--- src/rtl/dds_cfg_pkg.sv ---
// Shared definitions for the DDS configuration frame parser: parser states,
// frame header bytes, per-channel byte layout and the channel config record.
package dds_cfg_pkg;

    // Parser states
    typedef enum logic [2:0] {
        ST_IDLE,
        ST_H1,
        ST_H2,
        ST_H3,
        ST_LEN_H,
        ST_LEN_L,
        ST_PAYLOAD,
        ST_SKIP
    } state_t;

    // Frame header: 00 00 01 01
    localparam logic [7:0] HDR_B0 = 8'h00;
    localparam logic [7:0] HDR_B1 = 8'h00;
    localparam logic [7:0] HDR_B2 = 8'h01;
    localparam logic [7:0] HDR_B3 = 8'h01;

    // Payload layout: NUM_CHAN blocks of CHAN_BYTES bytes
    localparam int NUM_CHAN   = 2;
    localparam int CHAN_BYTES = 12;
    localparam int IDX_W      = 5;   // wide enough for a 0..23 payload index

    // Byte offsets of each field inside one channel block (big-endian fields)
    localparam int OFF_CTRL   = 0;
    localparam int OFF_FRQ    = 1;
    localparam int OFF_AMP    = 4;
    localparam int OFF_OFFSET = 6;
    localparam int OFF_PHA    = 8;
    localparam int OFF_DUTY   = 10;

    // One channel's live configuration ('type' is a keyword, hence wave_type)
    typedef struct packed {
        logic        run;
        logic [2:0]  wave_type;
        logic [23:0] frq;
        logic [15:0] amp;
        logic [15:0] offset;
        logic [15:0] pha;
        logic [15:0] duty;
    } dds_chan_cfg_t;

endpackage

--- src/rtl/dds_cfg_chan_regs.sv ---
// Per-channel shadow/live register pair. Payload bytes land in the shadow
// bank one at a time; a commit copies the whole shadow bank to the live bank
// in a single edge so the DDS core never sees a half-written configuration.
module dds_cfg_chan_regs
    import dds_cfg_pkg::*;
(
    input  logic                 i_clk,
    input  logic                 i_rst_n,
    input  logic [IDX_W-1:0]     i_idx,     // byte index local to this channel
    input  logic [7:0]           i_byte,
    input  logic                 i_we,
    input  logic                 i_clr,     // drop a partially collected frame
    input  logic                 i_commit,
    output dds_chan_cfg_t        o_cfg
);

    localparam logic [IDX_W-1:0] I_CTRL  = IDX_W'(OFF_CTRL);
    localparam logic [IDX_W-1:0] I_FRQ0  = IDX_W'(OFF_FRQ);
    localparam logic [IDX_W-1:0] I_FRQ1  = IDX_W'(OFF_FRQ + 1);
    localparam logic [IDX_W-1:0] I_FRQ2  = IDX_W'(OFF_FRQ + 2);
    localparam logic [IDX_W-1:0] I_AMP0  = IDX_W'(OFF_AMP);
    localparam logic [IDX_W-1:0] I_AMP1  = IDX_W'(OFF_AMP + 1);
    localparam logic [IDX_W-1:0] I_OFS0  = IDX_W'(OFF_OFFSET);
    localparam logic [IDX_W-1:0] I_OFS1  = IDX_W'(OFF_OFFSET + 1);
    localparam logic [IDX_W-1:0] I_PHA0  = IDX_W'(OFF_PHA);
    localparam logic [IDX_W-1:0] I_PHA1  = IDX_W'(OFF_PHA + 1);
    localparam logic [IDX_W-1:0] I_DUTY0 = IDX_W'(OFF_DUTY);
    localparam logic [IDX_W-1:0] I_DUTY1 = IDX_W'(OFF_DUTY + 1);

    dds_chan_cfg_t shadow_reg;
    dds_chan_cfg_t live_reg;

    // Shadow bank byte writes and atomic shadow-to-live commit
    always_ff @(posedge i_clk or negedge i_rst_n) begin
        if (!i_rst_n) begin
            shadow_reg <= '0;
            live_reg   <= '0;
        end else begin
            if (i_clr) begin
                shadow_reg <= '0;
            end else if (i_we) begin
                case (i_idx)
                    // upper nibble of the control byte is reserved
                    I_CTRL: begin
                        shadow_reg.run       <= i_byte[3];
                        shadow_reg.wave_type <= i_byte[2:0];
                    end
                    I_FRQ0:  shadow_reg.frq[23:16]   <= i_byte;
                    I_FRQ1:  shadow_reg.frq[15:8]    <= i_byte;
                    I_FRQ2:  shadow_reg.frq[7:0]     <= i_byte;
                    I_AMP0:  shadow_reg.amp[15:8]    <= i_byte;
                    I_AMP1:  shadow_reg.amp[7:0]     <= i_byte;
                    I_OFS0:  shadow_reg.offset[15:8] <= i_byte;
                    I_OFS1:  shadow_reg.offset[7:0]  <= i_byte;
                    I_PHA0:  shadow_reg.pha[15:8]    <= i_byte;
                    I_PHA1:  shadow_reg.pha[7:0]     <= i_byte;
                    I_DUTY0: shadow_reg.duty[15:8]   <= i_byte;
                    I_DUTY1: shadow_reg.duty[7:0]    <= i_byte;
                    default: ;
                endcase
            end
            if (i_commit) begin
                live_reg <= shadow_reg;
            end
        end
    end

    assign o_cfg = live_reg;

endmodule

--- src/rtl/dds_cfg_ctrl.sv ---
// Configuration frame parser for the two-channel DDS. Hunts for the
// 00 00 01 01 header in the UART byte stream, checks the length field,
// collects the payload into per-channel shadow registers and commits both
// channels together. Bad lengths and stalled frames are counted and dropped.
module dds_cfg_ctrl
    import dds_cfg_pkg::*;
#(
    parameter int P_PAYLOAD_LEN = 24,
    parameter int P_TIMEOUT_CYC = 50000
)
(
    input  logic        i_clk,
    input  logic        i_rst_n,
    input  logic [7:0]  i_rx_data,
    input  logic        i_rx_valid,
    output logic        o_dds1_run,
    output logic [2:0]  o_dds1_type,
    output logic [23:0] o_dds1_frq,
    output logic [15:0] o_dds1_amp,
    output logic [15:0] o_dds1_offset,
    output logic [15:0] o_dds1_pha,
    output logic [15:0] o_dds1_duty,
    output logic        o_dds2_run,
    output logic [2:0]  o_dds2_type,
    output logic [23:0] o_dds2_frq,
    output logic [15:0] o_dds2_amp,
    output logic [15:0] o_dds2_offset,
    output logic [15:0] o_dds2_pha,
    output logic [15:0] o_dds2_duty,
    output logic        o_cfg_update,
    output logic        o_busy,
    output logic [7:0]  o_err_cnt
);

    localparam int TO_W = $clog2(P_TIMEOUT_CYC + 1);

    state_t             state_reg,    state_next;
    logic [IDX_W-1:0]   idx_reg,      idx_next;
    logic [7:0]         len_hi_reg,   len_hi_next;
    logic [15:0]        skip_cnt_reg, skip_cnt_next;
    logic [TO_W-1:0]    to_cnt_reg,   to_cnt_next;
    logic [7:0]         err_cnt_reg;
    logic               commit_reg,   commit_next;
    logic               update_reg;
    logic               err_inc;
    logic               shadow_we;
    logic               shadow_clr;
    logic [15:0]        len_full;

    dds_chan_cfg_t      chan_cfg [NUM_CHAN];

    assign len_full = {len_hi_reg, i_rx_data};

    // Next-state, counter and strobe decode for the frame parser
    always_comb begin
        state_next    = state_reg;
        idx_next      = idx_reg;
        len_hi_next   = len_hi_reg;
        skip_cnt_next = skip_cnt_reg;
        to_cnt_next   = to_cnt_reg;
        commit_next   = 1'b0;
        err_inc       = 1'b0;
        shadow_we     = 1'b0;
        shadow_clr    = 1'b0;

        if (i_rx_valid) begin
            // a byte in this cycle always wins over an expiring timeout
            to_cnt_next = '0;
            case (state_reg)
                ST_IDLE: begin
                    if (i_rx_data == HDR_B0) state_next = ST_H1;
                end
                ST_H1: begin
                    state_next = (i_rx_data == HDR_B1) ? ST_H2 : ST_IDLE;
                end
                ST_H2: begin
                    // extra leading zeros keep us aligned on the last two
                    if (i_rx_data == HDR_B2)      state_next = ST_H3;
                    else if (i_rx_data == HDR_B1) state_next = ST_H2;
                    else                          state_next = ST_IDLE;
                end
                ST_H3: begin
                    // "00" here may be the start of a fresh header
                    if (i_rx_data == HDR_B3)      state_next = ST_LEN_H;
                    else if (i_rx_data == HDR_B0) state_next = ST_H1;
                    else                          state_next = ST_IDLE;
                end
                ST_LEN_H: begin
                    len_hi_next = i_rx_data;
                    state_next  = ST_LEN_L;
                end
                ST_LEN_L: begin
                    if (len_full == 16'(P_PAYLOAD_LEN)) begin
                        idx_next   = '0;
                        state_next = ST_PAYLOAD;
                    end else if (len_full == 16'd0) begin
                        err_inc    = 1'b1;
                        state_next = ST_IDLE;
                    end else begin
                        skip_cnt_next = len_full;
                        state_next    = ST_SKIP;
                    end
                end
                ST_PAYLOAD: begin
                    shadow_we = 1'b1;
                    if (idx_reg == IDX_W'(P_PAYLOAD_LEN - 1)) begin
                        commit_next = 1'b1;
                        idx_next    = '0;
                        state_next  = ST_IDLE;
                    end else begin
                        idx_next = idx_reg + 1'b1;
                    end
                end
                ST_SKIP: begin
                    skip_cnt_next = skip_cnt_reg - 16'd1;
                    if (skip_cnt_reg == 16'd1) begin
                        err_inc    = 1'b1;
                        state_next = ST_IDLE;
                    end
                end
                default: state_next = ST_IDLE;
            endcase
        end else if (state_reg != ST_IDLE) begin
            if (to_cnt_reg == TO_W'(P_TIMEOUT_CYC - 1)) begin
                to_cnt_next = '0;
                err_inc     = 1'b1;
                shadow_clr  = 1'b1;
                state_next  = ST_IDLE;
            end else begin
                to_cnt_next = to_cnt_reg + 1'b1;
            end
        end
    end

    // Parser state, counters and registered strobes
    always_ff @(posedge i_clk or negedge i_rst_n) begin
        if (!i_rst_n) begin
            state_reg    <= ST_IDLE;
            idx_reg      <= '0;
            len_hi_reg   <= '0;
            skip_cnt_reg <= '0;
            to_cnt_reg   <= '0;
            err_cnt_reg  <= '0;
            commit_reg   <= 1'b0;
            update_reg   <= 1'b0;
        end else begin
            state_reg    <= state_next;
            idx_reg      <= idx_next;
            len_hi_reg   <= len_hi_next;
            skip_cnt_reg <= skip_cnt_next;
            to_cnt_reg   <= to_cnt_next;
            commit_reg   <= commit_next;
            // the pulse lines up with the live banks loading from commit_reg
            update_reg   <= commit_reg;
            if (err_inc && (err_cnt_reg != 8'hFF)) begin
                err_cnt_reg <= err_cnt_reg + 8'd1;
            end
        end
    end

    // One register pair per channel; each sees the payload index rebased to its block
    for (genvar gi = 0; gi < NUM_CHAN; gi++) begin : g_chan
        logic [IDX_W-1:0] rel_idx;
        logic             chan_we;

        // unsigned wrap makes indices below this block land far above CHAN_BYTES
        assign rel_idx = idx_reg - IDX_W'(gi * CHAN_BYTES);
        assign chan_we = shadow_we && (rel_idx < IDX_W'(CHAN_BYTES));

        dds_cfg_chan_regs u_regs (
            .i_clk    (i_clk),
            .i_rst_n  (i_rst_n),
            .i_idx    (rel_idx),
            .i_byte   (i_rx_data),
            .i_we     (chan_we),
            .i_clr    (shadow_clr),
            .i_commit (commit_reg),
            .o_cfg    (chan_cfg[gi])
        );
    end

    assign o_dds1_run    = chan_cfg[0].run;
    assign o_dds1_type   = chan_cfg[0].wave_type;
    assign o_dds1_frq    = chan_cfg[0].frq;
    assign o_dds1_amp    = chan_cfg[0].amp;
    assign o_dds1_offset = chan_cfg[0].offset;
    assign o_dds1_pha    = chan_cfg[0].pha;
    assign o_dds1_duty   = chan_cfg[0].duty;
    assign o_dds2_run    = chan_cfg[1].run;
    assign o_dds2_type   = chan_cfg[1].wave_type;
    assign o_dds2_frq    = chan_cfg[1].frq;
    assign o_dds2_amp    = chan_cfg[1].amp;
    assign o_dds2_offset = chan_cfg[1].offset;
    assign o_dds2_pha    = chan_cfg[1].pha;
    assign o_dds2_duty   = chan_cfg[1].duty;

    assign o_cfg_update  = update_reg;
    assign o_busy        = (state_reg != ST_IDLE);
    assign o_err_cnt     = err_cnt_reg;

endmodule

--- config.mk ---
export PLATFORM = sky130hd
export DESIGN_NAME = dds_cfg_ctrl
export DESIGN_NICKNAME = d
export VERILOG_FILES = /design/src/rtl/dds_cfg_pkg.sv /design/src/rtl/dds_cfg_chan_regs.sv /design/src/rtl/dds_cfg_ctrl.sv
export SDC_FILE = /design/constraint.sdc
export NUM_CORES = 1
export LEC_CHECK = 0
export BUFFER_PORTS_ARGS = -buffer_cell sky130_fd_sc_hd__buf_2
export CAP_MARGIN = 30
export CORE_MARGIN = 10
export CORE_UTILIZATION = 60
export DETAILED_ROUTE_END_ITERATION = 8
export HOLD_SLACK_MARGIN = 0.08
export PLACE_DENSITY = 0.82
export SLEW_MARGIN = 15
export SYNTH_ARGS = -nofsm -noshare
export SYNTH_HDL_FRONTEND = slang
export SYNTH_SLANG_ARGS = --single-unit
--- constraint.sdc ---
create_clock -name i_clk -period 5.4 [get_ports i_clk]
set_input_delay 1.08 -clock i_clk [delete_from_list [all_inputs] [get_ports i_clk]]
set_output_delay 1.08 -clock i_clk [all_outputs]
set_load 0.05 [all_outputs]
After elaboration in Yosys (flattened, before gate mapping)
Index checks and enable logic that the tools add are counted.
Widths: inputs -> output; s select.
{"block": "word_totals", "reg_bits": 426, "input_bits": 11}
{"block": "op_classes", "add_sub_neg": 5, "n_lt_le_gt_ge": 2, "n_eq_ne": 41, "mux": 63, "n_reduce_logical": 67}
{"op": "$mux 92", "n": 4}
{"op": "$mux 8", "n": 22}
{"op": "$mux 16", "n": 5}
{"op": "$reduce_bool 2->1", "n": 30}
{"op": "$reduce_and 2->1", "n": 25}
{"op": "$eq 5x3->1 const B", "n": 8}
{"op": "$eq 5x4->1 const B", "n": 8}
{"op": "$pmux 16 s2", "n": 1}
{"op": "$mux 3", "n": 9}
{"op": "$pmux 3 s8", "n": 1}
{"op": "$eq 5x2->1 const B", "n": 4}
{"op": "$add 16x1->16 const B", "n": 1}
{"op": "$eq 16x1->1 const B", "n": 1}
{"op": "$eq 16x16->1 const B", "n": 1}
{"op": "$eq 16x5->1 const B", "n": 1}
{"op": "$logic_not 16->1", "n": 1}
{"op": "$sub 16x1->16 const B", "n": 1}
{"op": "$mux 1", "n": 13}
{"op": "$eq 3x3->1 const B", "n": 4}
{"op": "$eq 5x1->1 const B", "n": 2}
{"op": "$logic_not 5->1", "n": 2}
{"op": "$lt 5x4->1 const B", "n": 2}
{"op": "$mux 5", "n": 2}
{"op": "$pmux 5 s2", "n": 1}
{"op": "other kinds (20)", "n": 29}

Longest topological paths before layout
{"block": "depth", "depth_word": 6, "ltp_mapped": 8}

By module
Synthesis repeated with hierarchy kept, for this count alone.
{"block": "hier_totals", "cells_unflattened": 1412, "area_unflattened_um2": 18641.6}
{"module": "dds_cfg_chan_regs", "instances": 2, "cells_per_inst": 522, "area_each_um2": 7556.0, "seq_area_each_um2": 4604.4}
{"module": "dds_cfg_ctrl", "instances": 1, "cells_per_inst": 368, "area_each_um2": 3529.6, "seq_area_each_um2": 1451.4}

Least setup slack after synthesis
No wires, ideal clock.
{"block": "synth_path", "path_type": "input to register", "start": "input port i_rx_data[4]", "end": "register err_cnt_reg[1], in the netlist o_err_cnt[1]", "setup_ps": 125, "arrival_ps": 2620, "path_slack_ps": 2656, "cell_stages": 6, "cell_sequence": "clkbuf_1 -> nor4_4 -> nand4_1 -> o221a_2 -> nor2_1 -> mux2_2"}
{"block": "synth_via", "elab_chain_len": 6, "elab_cells_between_ends": 7, "cone_classes": "eq/ne: 1; mux: 4; reduce/logical: 2"}
{"item": "from (decl)", "line_no": "dds_cfg_ctrl.sv:14", "rtl": "input logic [7:0] i_rx_data,"}
{"item": "$logic_not 16->1", "line_no": "dds_cfg_ctrl.sv:96", "rtl": "end else if (len_full == 16'd0) begin"}
{"item": "$mux 1", "line_no": "dds_cfg_ctrl.sv:96"}
{"item": "$mux 1 *", "line_no": "dds_cfg_ctrl.sv:93", "rtl": "if (len_full == 16'(P_PAYLOAD_LEN)) begin"}
{"item": "$pmux 1 s2 *", "line_no": "dds_cfg_ctrl.sv:69", "rtl": "case (state_reg)"}
{"item": "$mux 1 *", "line_no": "dds_cfg_ctrl.sv:66", "rtl": "if (i_rx_valid) begin"}
{"item": "$logic_and 1x1->1 *", "line_no": "dds_cfg_ctrl.sv:155", "rtl": "if (err_inc && (err_cnt_reg != 8'hFF)) begin"}
{"item": "to (signal assigned)", "line_no": "dds_cfg_ctrl.sv:156", "rtl": "err_cnt_reg <= err_cnt_reg + 8'd1;"}
{"item": "to (decl)", "line_no": "dds_cfg_ctrl.sv:42", "rtl": "logic [7:0] err_cnt_reg;"}
Mark *: on every way between the ends. The rest lies on a longest branch, timed or not.
A chain may end at the register's enable or synchronous reset.

Worst setup path after layout
{"block": "layout_path", "start": "input port i_rx_valid", "end": "register g_chan[1].u_regs.shadow_reg[83] (netlist bit)"}
{"block": "layout_via", "elab_chain_len": 4, "elab_cells_between_ends": 7, "cone_classes": "mux: 3; reduce/logical: 4"}
{"item": "from (decl)", "line_no": "dds_cfg_ctrl.sv:15", "rtl": "input logic i_rx_valid,"}
{"item": "$mux 1", "line_no": "dds_cfg_ctrl.sv:66"}
{"item": "$logic_and 1x1->1", "line_no": "dds_cfg_ctrl.sv:168", "rtl": "assign chan_we = shadow_we && (rel_idx < IDX_W'(CHAN_BYTES));"}
{"item": "$reduce_bool 2->1 (no line)"}
{"item": "$reduce_and 2->1 (no line)"}
{"item": "to (decl)", "line_no": "dds_cfg_chan_regs.sv:30", "rtl": "dds_chan_cfg_t shadow_reg;"}
Several ways; a longest one is shown, not always the timed one.

==> impl_metrics.ini <==
[run]
cap_violations = 0

[grt]
groute.usage.overall = 0.2364
maximum_number_of_pins_on_one_net_before_global_route_repair = 186
via_count_of_the_first_global_routing_pass = 13190
antenna_found_initial = 0
grt_pass1_wl_um = 71370
globalRoute.totalOverflow = 0

[placed_design]
dp_hpwl_um = 27840
placed_insts = 2104
routabilityCongestion = 0.8914
place_worst_setup_slack_ps = 1932
placement.io_buffers = 204

[floorplanning]
die-area_um2 = 37220
chipWidth_um = 192.9
boundaryPins = 205
floorplan.core_area_um2 = 29560
initial_utilization = 0.6070
die_h_um = 192.9
fp-row-count = 63

[timing]
finalHoldViolations = 0
grt_setup_unrepaired = false
report.final.slew_viol_count = 0
final_critical_path_setup_slack_ps = 2431
setup_viol_count_final = 0
worstMarginPinSlew_ps = 1060
period_share = 0.5498
maxClockFrequency_mhz = 336.8
setup_total_negative_slack_ps = 0
worst_slew_margin_rel = 0.2933
timing.clock.skew_ps = 25.22
finalWorstPathRequiredPeriod_ps = 2969
hold_ws_ps = 485.6

[yosys]
synth-adder-area-share = 0.009066
yosys.cell_count.top_type = dfrtp_1
synth_ff_type = dfrtp_1
synthesis.nets = 1636
commonest_cells_in_the_netlist = 426 x dfrtp_1, 224 x nand2_1, 202 x a21oi_1
synthTopCellsByArea = dfrtp_1 59%, mux2_2 12%, a21oi_1 5.6%, nand3_1 5.5%, nand2_1 4.7%
seq_total_area_yosys = 0.5941
post-synth-top-area-fraction = 0.5941
synthCells = 1612
synthDominantAreaCellType = dfrtp_1
ys_warn_count = 0
synth_top_family_by_area = simple AND/OR/NAND/NOR gates
synth.lib_cells_used.distinct = 64
post_synth_arst_share = 1.000
yosys.area_share.simple = 0.1492
synth_xor_xnor_area_share = 0.009763
synth_compound_gate_area_share = 0.08103
netlist_area_um2 = 17940
synth_edf_count = 0
synth.mux.area_fraction = 0.1234
synthesis.area_per_instance_um2 = 11.13
synth-seq-cells = 426

[route]
drt-wirelength-per-cell_um = 20.49
ant_nets = 0
detail_route.drc_violations = 0
drt-pass1-iter-count = 8
detailroute.via_count = 13110
number_of_violations_reported_at_the_end_of_detailed_routing_iteration_0 = 1307
wirelength_um = 44680
post_drt_via_cell_ratio = 6.011

[clock_network]
max-clock-path-buffers = 3
cts.root.buffer_cell = clkbuf_16
total_of_cells_resized_after_clock_tree_synthesis = 0
cts_tree = yes
cts_made_buffers = 44
clk_transition_reported_paths_ps = 60
htree_levels = 2
clock_latency_ps = 550
cts_setup_buffers = 0
numClockSinks = 426
cts-hold-fix-buffers = 0

[cells_and_area]
post_route_cells_drive_above_1_share = 0.2892
final_util = 0.6968
area.growth.synth_to_final_pct = 14.79
antenna_cells = 0
final_net_count = 1784
layoutNonFillerInstCount = 2181

[pwr]
p_switching_mw = 1.664
power_density_relative_to_cell_area_nw_per_um2 = 327.5
share_comb_of_total_power = 0.071
power_report.internal_total_mw = 5.082
max-vdd-ir-drop_mv = 0.3297
switching_share = 0.2467
power.clock.fraction = 0.438
static-leakage-power_nw = 10.20
power_frac_seq = 0.491

[worst_setup_path]
timing_worst_setup_path_type = input port to register
worst-endpoint-arrival_ps = 3350
timing.critical_path.mode_cell = nand2_1
worst-path-buf-inv = 2
critical_path.max_stage_delay_ps = 880
worst-endpoint-required_ps = 5780
timing.critical_path.to_type = register
crit_path_max_fanout = 16
setup.worst_path.start_class = input port
critical-path-top-delay-family = simple AND/OR/NAND/NOR gates
worst_path_max_delay_cell = nor4_4
cells_along_the_critical_path = buf_2 -> nand4b_1 -> nor4_4 -> buf_4 -> nand2_1 -> nand2_1 -> a21oi_1

[hold_path]
worst_hold_path_type = register to register

[status]
outcome = finished, final reports clean
## final timing paths
check,from,slack (ps),cells past startpoint,to
max in group asynchronous,i_rst_n,3580,2,g_chan[0].u_regs.shadow_reg[75]
min,o_err_cnt[5],490,1,o_err_cnt[5]
min reg2reg,o_err_cnt[5],490,1,o_err_cnt[5]
max,i_rx_valid,2430,7,g_chan[1].u_regs.shadow_reg[83]
max reg2reg,state_reg[1],2550,6,g_chan[1].u_regs.shadow_reg[83]
min in group asynchronous,i_rst_n,610,1,g_chan[1].u_regs.shadow_reg[9]
## power by group through the flow
stage	clock network [mW]	logic [mW]	registers (mW)
2_1_floorplan	0	0.277	3.41
3_3_place_gp	0	0.469	3.37
3_5_place_dp	0	0.483	3.37
4_1_cts	3.00	0.485	3.31
5_1_grt	3.13	0.528	3.32
6_report	2.95	0.480	3.31
## layout by cell type (no fill, tap or decap), drive strengths merged, types with 3 or more instances in the layout
master / count
a21oi: 202
a22oi: 3
a31oi: 3
and3: 9
and4: 3
buf: 226
clkbuf: 61
clkinv: 12
dfrtp: 426
ha: 13
inv: 20
mux2: 193
mux2i: 4
nand2: 224
nand3: 197
nand4: 9
nand4b: 3
nor2: 35
nor2b: 4
nor3: 19
nor4: 17
nor4b: 3
o21ai: 26
o31ai: 12
or2: 3
or3: 7
or4: 4
xnor2: 4
xor2: 16
## final cells by class
cell class              instances  area [um^2]
clock buffers                  61         1275
clock inverters                16        145.1
fillers                      2127         8964
inverters                      18        67.56
multi-input cells            1044         6723
flip-flops and latches        426        10660
well taps                     390        488.0
repair buffers                226         1234
## worst register-to-register path, cell delays in order (launching register included)
cell      delay, ps
dfrtp_1         620
nand4b_1        440
nor4_4          880
buf_4           290
nand2_1         200
nand2_1         170
a21oi_1          80
## routing by layer
layer  vias up  GRT usage  share of wire
li1       5935          -              -
met1      6565     0.3177           0.41
met2       515     0.3817           0.48
met3        96    0.04716          0.076
met4         0    0.07544          0.028
met5         -          0              0
## through the flow
step | area (um^2) | total power, mW
global placement | 19180 | 3.834
finish | 20600 | 6.746
floorplan | 17940 | 3.684
global route | 20600 | 6.977
CTS | 20600 | 6.795
detailed placement | 19180 | 3.853
## kinds of logic (layout without fill, tap and decap cells)
kind of cell               after synthesis  count (layout)
xor gates and xnor gates                20              20
adders and majority gates               13              13
buffers and inverters                  142             321
AOI/OAI and AO/OA                      264             264
and+or+nand+nor                        550             550
muxes                                  197             197
DFF                                    426             426
(Power assumes the default switching activity.)
